[src/rtl/spi_frame_pkg.sv]
// Shared types and command-field constants for the SPI frame decoder.
package spi_frame_pkg;

  typedef enum logic [2:0] {
    StCmd,
    StAddr,
    StWdata,
    StRreq,
    StRwait,
    StRsend
  } state_e;

  localparam int unsigned CMD_WRITE_BIT = 7;
  localparam int unsigned CMD_INC_BIT   = 6;
  localparam int unsigned CMD_LEN_MSB   = 5;

endpackage

[src/rtl/spi_frame_decoder.sv]
// Decodes SPI command frames (cmd, addr, data...) into register-bus writes/reads and
// returns read data on an AXI-Stream master.
module spi_frame_decoder
  import spi_frame_pkg::*;
#(
  parameter int unsigned DEST_WIDTH = 8,
  parameter int unsigned ID_WIDTH = 8,
  parameter logic [DEST_WIDTH-1:0] AXIS_DEST = '0,
  parameter logic [ID_WIDTH-1:0] AXIS_SOURCE = '0
) (
  input  logic                  clk,
  input  logic                  res,
  input  logic                  frame_start,
  input  logic [7:0]            s_axis_tdata,
  input  logic                  s_axis_tvalid,
  output logic                  s_axis_tready,
  output logic [7:0]            rf_addr,
  output logic [7:0]            rf_wdata,
  output logic                  rf_write,
  output logic                  rf_read,
  input  logic [7:0]            rf_rdata,
  input  logic                  rf_rvalid,
  output logic [7:0]            m_axis_tdata,
  output logic                  m_axis_tvalid,
  output logic                  m_axis_tlast,
  output logic [DEST_WIDTH-1:0] m_axis_tdest,
  output logic [ID_WIDTH-1:0]   m_axis_tid,
  input  logic                  m_axis_tready,
  output logic                  err_abort
);

  state_e     r_state, w_state_d;
  logic       r_wr, w_wr_d;
  logic       r_inc, w_inc_d;
  logic [6:0] r_rem, w_rem_d;
  logic [7:0] w_addr_d, w_wdata_d, w_tdata_d;
  logic       w_write_d, w_read_d, w_tvalid_d, w_tlast_d, w_abort_d;
  logic       w_accept;
  logic       w_last;

  assign s_axis_tready = !res && !frame_start &&
                         (r_state == StCmd || r_state == StAddr || r_state == StWdata);
  assign w_accept      = s_axis_tvalid && s_axis_tready;
  assign w_last        = (r_rem == 7'd1);
  assign m_axis_tdest  = AXIS_DEST;
  assign m_axis_tid    = AXIS_SOURCE;

  always_comb begin
    w_state_d  = r_state;
    w_wr_d     = r_wr;
    w_inc_d    = r_inc;
    w_rem_d    = r_rem;
    w_addr_d   = rf_addr;
    w_wdata_d  = rf_wdata;
    w_tdata_d  = m_axis_tdata;
    w_write_d  = 1'b0;
    w_read_d   = 1'b0;
    w_tvalid_d = m_axis_tvalid;
    w_tlast_d  = m_axis_tlast;
    w_abort_d  = 1'b0;

    // Address advances in the cycle the access is presented on the bus.
    if (r_inc && (rf_write || rf_read)) begin
      w_addr_d = rf_addr + 8'd1;
    end

    if (frame_start) begin
      w_state_d  = StCmd;
      w_tvalid_d = 1'b0;
      w_tlast_d  = 1'b0;
      w_abort_d  = (r_state != StCmd);
    end else begin
      unique case (r_state)
        StCmd: begin
          if (w_accept) begin
            w_wr_d    = s_axis_tdata[CMD_WRITE_BIT];
            w_inc_d   = s_axis_tdata[CMD_INC_BIT];
            w_rem_d   = {1'b0, s_axis_tdata[CMD_LEN_MSB:0]} + 7'd1;
            w_state_d = StAddr;
          end
        end
        StAddr: begin
          if (w_accept) begin
            w_addr_d  = s_axis_tdata;
            w_state_d = r_wr ? StWdata : StRreq;
          end
        end
        StWdata: begin
          if (w_accept) begin
            w_write_d = 1'b1;
            w_wdata_d = s_axis_tdata;
            w_rem_d   = r_rem - 7'd1;
            if (w_last) w_state_d = StCmd;
          end
        end
        StRreq: begin
          w_read_d  = 1'b1;
          w_state_d = StRwait;
        end
        StRwait: begin
          if (rf_rvalid) begin
            w_tdata_d  = rf_rdata;
            w_tvalid_d = 1'b1;
            w_tlast_d  = w_last;
            w_state_d  = StRsend;
          end
        end
        StRsend: begin
          if (m_axis_tready) begin
            w_tvalid_d = 1'b0;
            w_tlast_d  = 1'b0;
            w_rem_d    = r_rem - 7'd1;
            w_state_d  = w_last ? StCmd : StRreq;
          end
        end
        default: w_state_d = StCmd;
      endcase
    end
  end

  always_ff @(posedge clk or posedge res) begin
    if (res) begin
      r_state       <= StCmd;
      r_wr          <= 1'b0;
      r_inc         <= 1'b0;
      r_rem         <= 7'd0;
      rf_addr       <= 8'h00;
      rf_wdata      <= 8'h00;
      rf_write      <= 1'b0;
      rf_read       <= 1'b0;
      m_axis_tdata  <= 8'h00;
      m_axis_tvalid <= 1'b0;
      m_axis_tlast  <= 1'b0;
      err_abort     <= 1'b0;
    end else begin
      r_state       <= w_state_d;
      r_wr          <= w_wr_d;
      r_inc         <= w_inc_d;
      r_rem         <= w_rem_d;
      rf_addr       <= w_addr_d;
      rf_wdata      <= w_wdata_d;
      rf_write      <= w_write_d;
      rf_read       <= w_read_d;
      m_axis_tdata  <= w_tdata_d;
      m_axis_tvalid <= w_tvalid_d;
      m_axis_tlast  <= w_tlast_d;
      err_abort     <= w_abort_d;
    end
  end

endmodule

[config.mk]
export PLATFORM = sky130hd
export DESIGN_NAME = spi_frame_decoder
export DESIGN_NICKNAME = d
export VERILOG_FILES = /design/src/rtl/spi_frame_pkg.sv /design/src/rtl/spi_frame_decoder.sv
export SDC_FILE = /design/constraint.sdc
export NUM_CORES = 1
export LEC_CHECK = 0
export ABC_AREA = 1
export CAP_MARGIN = 25
export CORE_MARGIN = 1
export CORE_UTILIZATION = 25
export DETAILED_ROUTE_END_ITERATION = 10
export GPL_TIMING_DRIVEN = 0
export PLACE_DENSITY = 0.47
export SYNTH_ARGS = -nofsm -noshare
export SYNTH_HDL_FRONTEND = slang
export SYNTH_SLANG_ARGS = --single-unit
[constraint.sdc]
create_clock -name clk -period 1.95 [get_ports clk]
set_input_delay 0.39 -clock clk [delete_from_list [all_inputs] [get_ports clk]]
set_output_delay 0.39 -clock clk [all_outputs]
set_load 0.05 [all_outputs]
; ---- Word-level counts from Yosys, hierarchy flattened
; Index checks and enable logic that the tools add are counted.
[word_totals]
inputBits = 22
out_inout_bits = 46
regBits = 41
elab_cells = 81
[op_classes]
n_addsub = 3
muxes = 31
n_reduce_logical = 19
bitwise = 1
n_eq_ne = 15
[ops]
columns = operator, n
row1 = 2-to-1 mux 8 bit, 4
row2 = 2-to-1 mux 3 bit, 7
row3 = 2-to-1 mux 7 bit, 3
row4 = case mux 7 bit (3 select lines), 1
row5 = "!= test 3 bit, second input constant", 6
row6 = case mux 3 bit (6 select lines), 1
row7 = 2-to-1 mux 1 bit, 12
row8 = AND reduction 3 bit, 4
row9 = nonzero test 3 bit, 3
row10 = "adder 8 x 1 -> 8 bit, second input constant", 1
row11 = "adder 6 x 1 -> 7 bit, second input constant", 1
row12 = "equality test 7 x 1 -> 1 bit, second input constant", 1
row13 = "subtractor 7 x 1 -> 7 bit, second input constant", 1
row14 = "equality test 3 x 2 -> 1 bit, second input constant", 2
row15 = "equality test 3 bit, second input constant", 2
row16 = "!= test 2 bit, second input constant", 3
row17 = AND reduction 6 bit, 1
row18 = AND reduction 5 bit, 1
row19 = logical AND 1 bit, 4
row20 = case mux 1 bit (2 select lines), 2
row21 = "equality test 3 x 1 -> 1 bit, second input constant", 1
row22 = zero test 3 bit, 1
row23 = logical OR 1 bit, 3
row24 = zero test 1 bit, 2
row25 = 2 further kinds, 2

; ---- Logic depth before layout (Yosys ltp)
[depth]
ltp_word = 8
depth_mapped = 11
mapped_depth_nobuf = 11

; ---- Worst setup path before layout
; No wires, ideal clock.
[synth_path]
path_type = input to register
start = input res
end = register r_rem[5]
arrival_ns = 2.436
stages = 7
n_path_buf = 0
t_required_ns = 1.885
setup_ns = 0.065
slack_ns = -0.551
cell_sequence = inv_1 > nand3_2 > inv_1 > nand2_1 > a21oi_4 > nand2_1 > nand2_1
[synth_between]
elab_chain_len = 6
word_cells_on_any_way = 7
classes_between = eq/ne: 2 / reduce/logical: 5
[synth_rtl]
columns = item, line_no
row1 = start: declaration, spi_frame_decoder.sv:12  ; input logic res,
row2 = zero test 1 bit (no line) *, n/a
row3 = logical AND 1 bit * (2 in a row), spi_frame_decoder.sv:41  ; assign s_axis_tready = !res && !frame_start &&
row4 = named net s_axis_tready, spi_frame_decoder.sv:16  ; output logic s_axis_tready,
row5 = logical AND 1 bit *, spi_frame_decoder.sv:43  ; assign w_accept = s_axis_tvalid && s_axis_tready;
row6 = != test 2 bit (no line), n/a
row7 = AND reduction 5 bit (no line) *, n/a
row8 = end signal: assignment, spi_frame_decoder.sv:139  ; r_rem <= w_rem_d;
row9 = end: declaration, spi_frame_decoder.sv:35  ; logic [6:0] r_rem, w_rem_d;
; The timed path passes the listed nets; every way through them passes the cells marked *.
; A chain may end at the register's enable or synchronous reset.

; ---- Worst setup path in the final report
[layout_path]
start = register rf_addr[4]
end = output rf_addr[4]
[layout_lines]
columns = item, line_no
row1 = start: declaration, spi_frame_decoder.sv:17  ; output logic [7:0] rf_addr,
row2 = start signal: assignment, spi_frame_decoder.sv:140  ; rf_addr <= w_addr_d;
; No word-level cell between the ends.

==> flow_metrics.tcl <==
set metrics [dict create \
    dp_cells 521 \
    p_leak_uw 0.00174 \
    cts_buffer_depth 2 \
    path_class "reg -> out" \
    path_buf_inv 1 \
    route.met2.wl_um 2710 \
    reg2reg_depth 8 \
    synth-seq-cells 41 \
    hold_viol 0 \
    die_w_um 100 \
    cts-root-buf "clkbuf_8" \
    grt_usage 0.123 \
    ys_types 28 \
    final_max_slew_viol_count 0 \
    required_ns 1.56 \
    synth.most_common_cell "nand2_1" \
    syn_avg_cell_area_um2 7.44 \
    drive_gt1_frac 0.146 \
    seq_area_frac_synth 0.423 \
    end_kind "output port" \
    hold_class "in -> async" \
    synth_edf_count 0 \
    ir_drop_v 0.000504 \
    holdWs_ns 0.356 \
    synth_top_flop_cell "dfrtp_1" \
    fin_worst_skew_ns 0.0124 \
    postCtsHoldBufs 0 \
    clock_latency_ns 0.29 \
    fin_crit_sh 0.976 \
    cts_sinks 41 \
    netlist_area_um2 2420 \
    cp_slowest_cell "clkdlybuf4s50_1" \
    netlist.area_leader.share 0.423 \
    yosys_warnings 0 \
    slowest_delay_ns 0.82 \
    drt_iter0_markers 102 \
    finalSetupViolCount 0 \
    grt_overflow 0 \
    wl_met1_um 2840 \
    wl_met3_um 226 \
    initial_utilization 0.260 \
    place_ws_ns -1.38 \
    slew_headroom 0.614 \
    antenna_cells 0 \
    grt_first_pass_wirelength_um 9760 \
    drc 0 \
    highest_layer "met4" \
    reg2reg_slack_ns 0.43 \
    antenna_left 0 \
    rr_endpoint "rf_wdata[7]" \
    dpl.hpwl_um 4290 \
    htree_levels 2 \
    synth_top_cell_by_area "dfrtp_1" \
    status "complete, no violations" \
    timing.max_cap.violations 0 \
    cts_buffers 5 \
    fmax_mhz 526 \
    async_reset_ff_frac 1.00 \
    rsz0062_at_grt "no" \
    nNetsFinal 429 \
    antenna_found_initial 0 \
    power_uw 4850 \
    io_pins 68 \
    core-area_um2 9330 \
    period_needed_ns 1.90 \
    portBuffers 51 \
    grt_pass1_vias 2035 \
    area_delta_synth_final_pct 37.8 \
    cts_tree "built" \
    vias 2152 \
    path_clk_slew_ns 0.09 \
    synth_commonest_cells "116 x nand2_1, 41 x dfrtp_1, 37 x inv_1, 27 x nor2_1, 19 x nand3_1" \
    crit_arrival_ns 1.51 \
    rows 35 \
    dr.pass1.iters 4 \
    critPathTopFamily "buffers and inverters" \
    worst_slack_ns 0.0478 \
    viasPerCell 4.04 \
    fp.dieH_um 100 \
    synth_area_leaders "dfrtp_1 42%, nand2_1 18%, inv_1 5.7%, buf_4 5.3%, nor2_1 4.2%" \
    fill_cells 1012 \
    synth_cells 326 \
    grt_max_degree 22 \
    p_per_area_nw_per_um2 1450 \
    post-route-cell-area_um2 3340 \
    die-area_um2 10100 \
    dpl_cell_area_um2 3160 \
    worstReg2RegStart "r_state[0]" \
    routed_wl_um 5800 \
    path_max_fanout 4 \
    gp_congestion 0.787 \
    stdcell_count 533 \
    startpoint_type "register" \
    worstMarginPinSlew_ns 0.576 \
    cp_cell_sequence "clkdlybuf4s50_1" \
    avgRoutedWirePerCell_um 10.9 \
]
==> stage by stage <==
step / util / TNS (ns)
6_report: 0.358 / 0
5_1_grt: 0.358 / 0
4_1_cts: 0.354 / 0
3_5_place_dp: 0.338 / -24.54
3_3_place_gp: 0.338 / -24.43
2_1_floorplan: - / -0.586
==> worst max-delay path by stage <==
stage	from	to	depth (start not counted)	slack (ns)
2_1_floorplan	res	r_state[1]	8	-0.09
3_3_place_gp	res	s_axis_tready	5	-1.39
3_5_place_dp	res	s_axis_tready	5	-1.38
4_1_cts	rf_read	rf_read	1	0.002
5_1_grt	rf_addr[4]	rf_addr[4]	1	0.002
6_report	rf_addr[4]	rf_addr[4]	1	0.05
==> what timing repair did <==
action	in CTS	in global routing
setup endpoints to repair	33	3
gates resized for setup	9	5
pin swaps	0	0
gates cloned	2	0
setup buffers	1	0
==> cells by family after synthesis <==
| kind of cell | after synthesis | share of synthesized area |
|---|---|---|
| other | 1 | 0.00155 |
| buffers and inverters | 61 | 0.127 |
| adder cells (fa/ha/maj) | 4 | 0.0206 |
| flip-flops | 41 | 0.423 |
| AND/OR/NAND/NOR | 184 | 0.327 |
| AO/OA/AOI/OAI | 28 | 0.0753 |
| XOR/XNOR | 7 | 0.0253 |
==> flip-flops by register name (all words and copies together) (netlist names), 3 cells and up <==
register,cells
r_state,3
r_rem,7
rf_wdata,8
rf_addr,8
m_axis_tdata,8
==> routing by layer <==
layer,vias up,track usage
met5,-,0
met4,0,0.0268
met3,2,0.0257
met2,44,0.202
met1,968,0.166
li1,1138,-
==> cells in the final DEF, fill, tap and decap left out <==
cell             count
nand2_1            116
clkdlybuf4s50_1     43
dfrtp_1             41
inv_1               36
nor2_1              26
nand3_1             19
buf_4               18
conb_1              16
o21ai_2              7
nand4_1              7
o21ai_1              6
o21ai_0              6
a21oi_1              6
clkbuf_8             5
inv_2                4
xnor2_1              4
ha_1                 4
dlygate4sd2_1        4
nand3_2              3
nand2_2              3
nor3_1               3
xor2_1               3
dlymetal6s2s_1       3
nor2_2               2
nor2_4               2
buf_6                2
or2_2                2
bufinv_16            2
clkinvlp_2           2
clkinvlp_4           1
nand2_4              1
buf_2                1
a21oi_4              1
a31oi_1              1
o2111ai_1            1
inv_6                1
buf_16               1
clkbuf_4             1
==> layout make-up <==
| cell class | count | area [um^2] | area share |
|---|---|---|---|
| repair inverters | 2 | 10.0 | 0.00300 |
| repair buffers | 53 | 546 | 0.163 |
| flip-flops and latches | 41 | 1030 | 0.307 |
| multi-input cells | 239 | 1150 | 0.344 |
| inverters | 41 | 158 | 0.0472 |
| well taps | 129 | 161 | 0.0483 |
| plain buffers | 20 | 155 | 0.0464 |
| clock inverters | 3 | 68.8 | 0.0206 |
| clock buffers | 5 | 68.8 | 0.0206 |
==> where the power goes <==
part / internal, uW / leakage [uW] / switching (uW) / total [uW]
registers: 1180 / 0.000528 / 290 / 1470
clock network: 516 / 0.0000687 / 315 / 831
logic: 856 / 0.00114 / 1700 / 2550
Note: power is estimated with default switching activity, not from simulation.
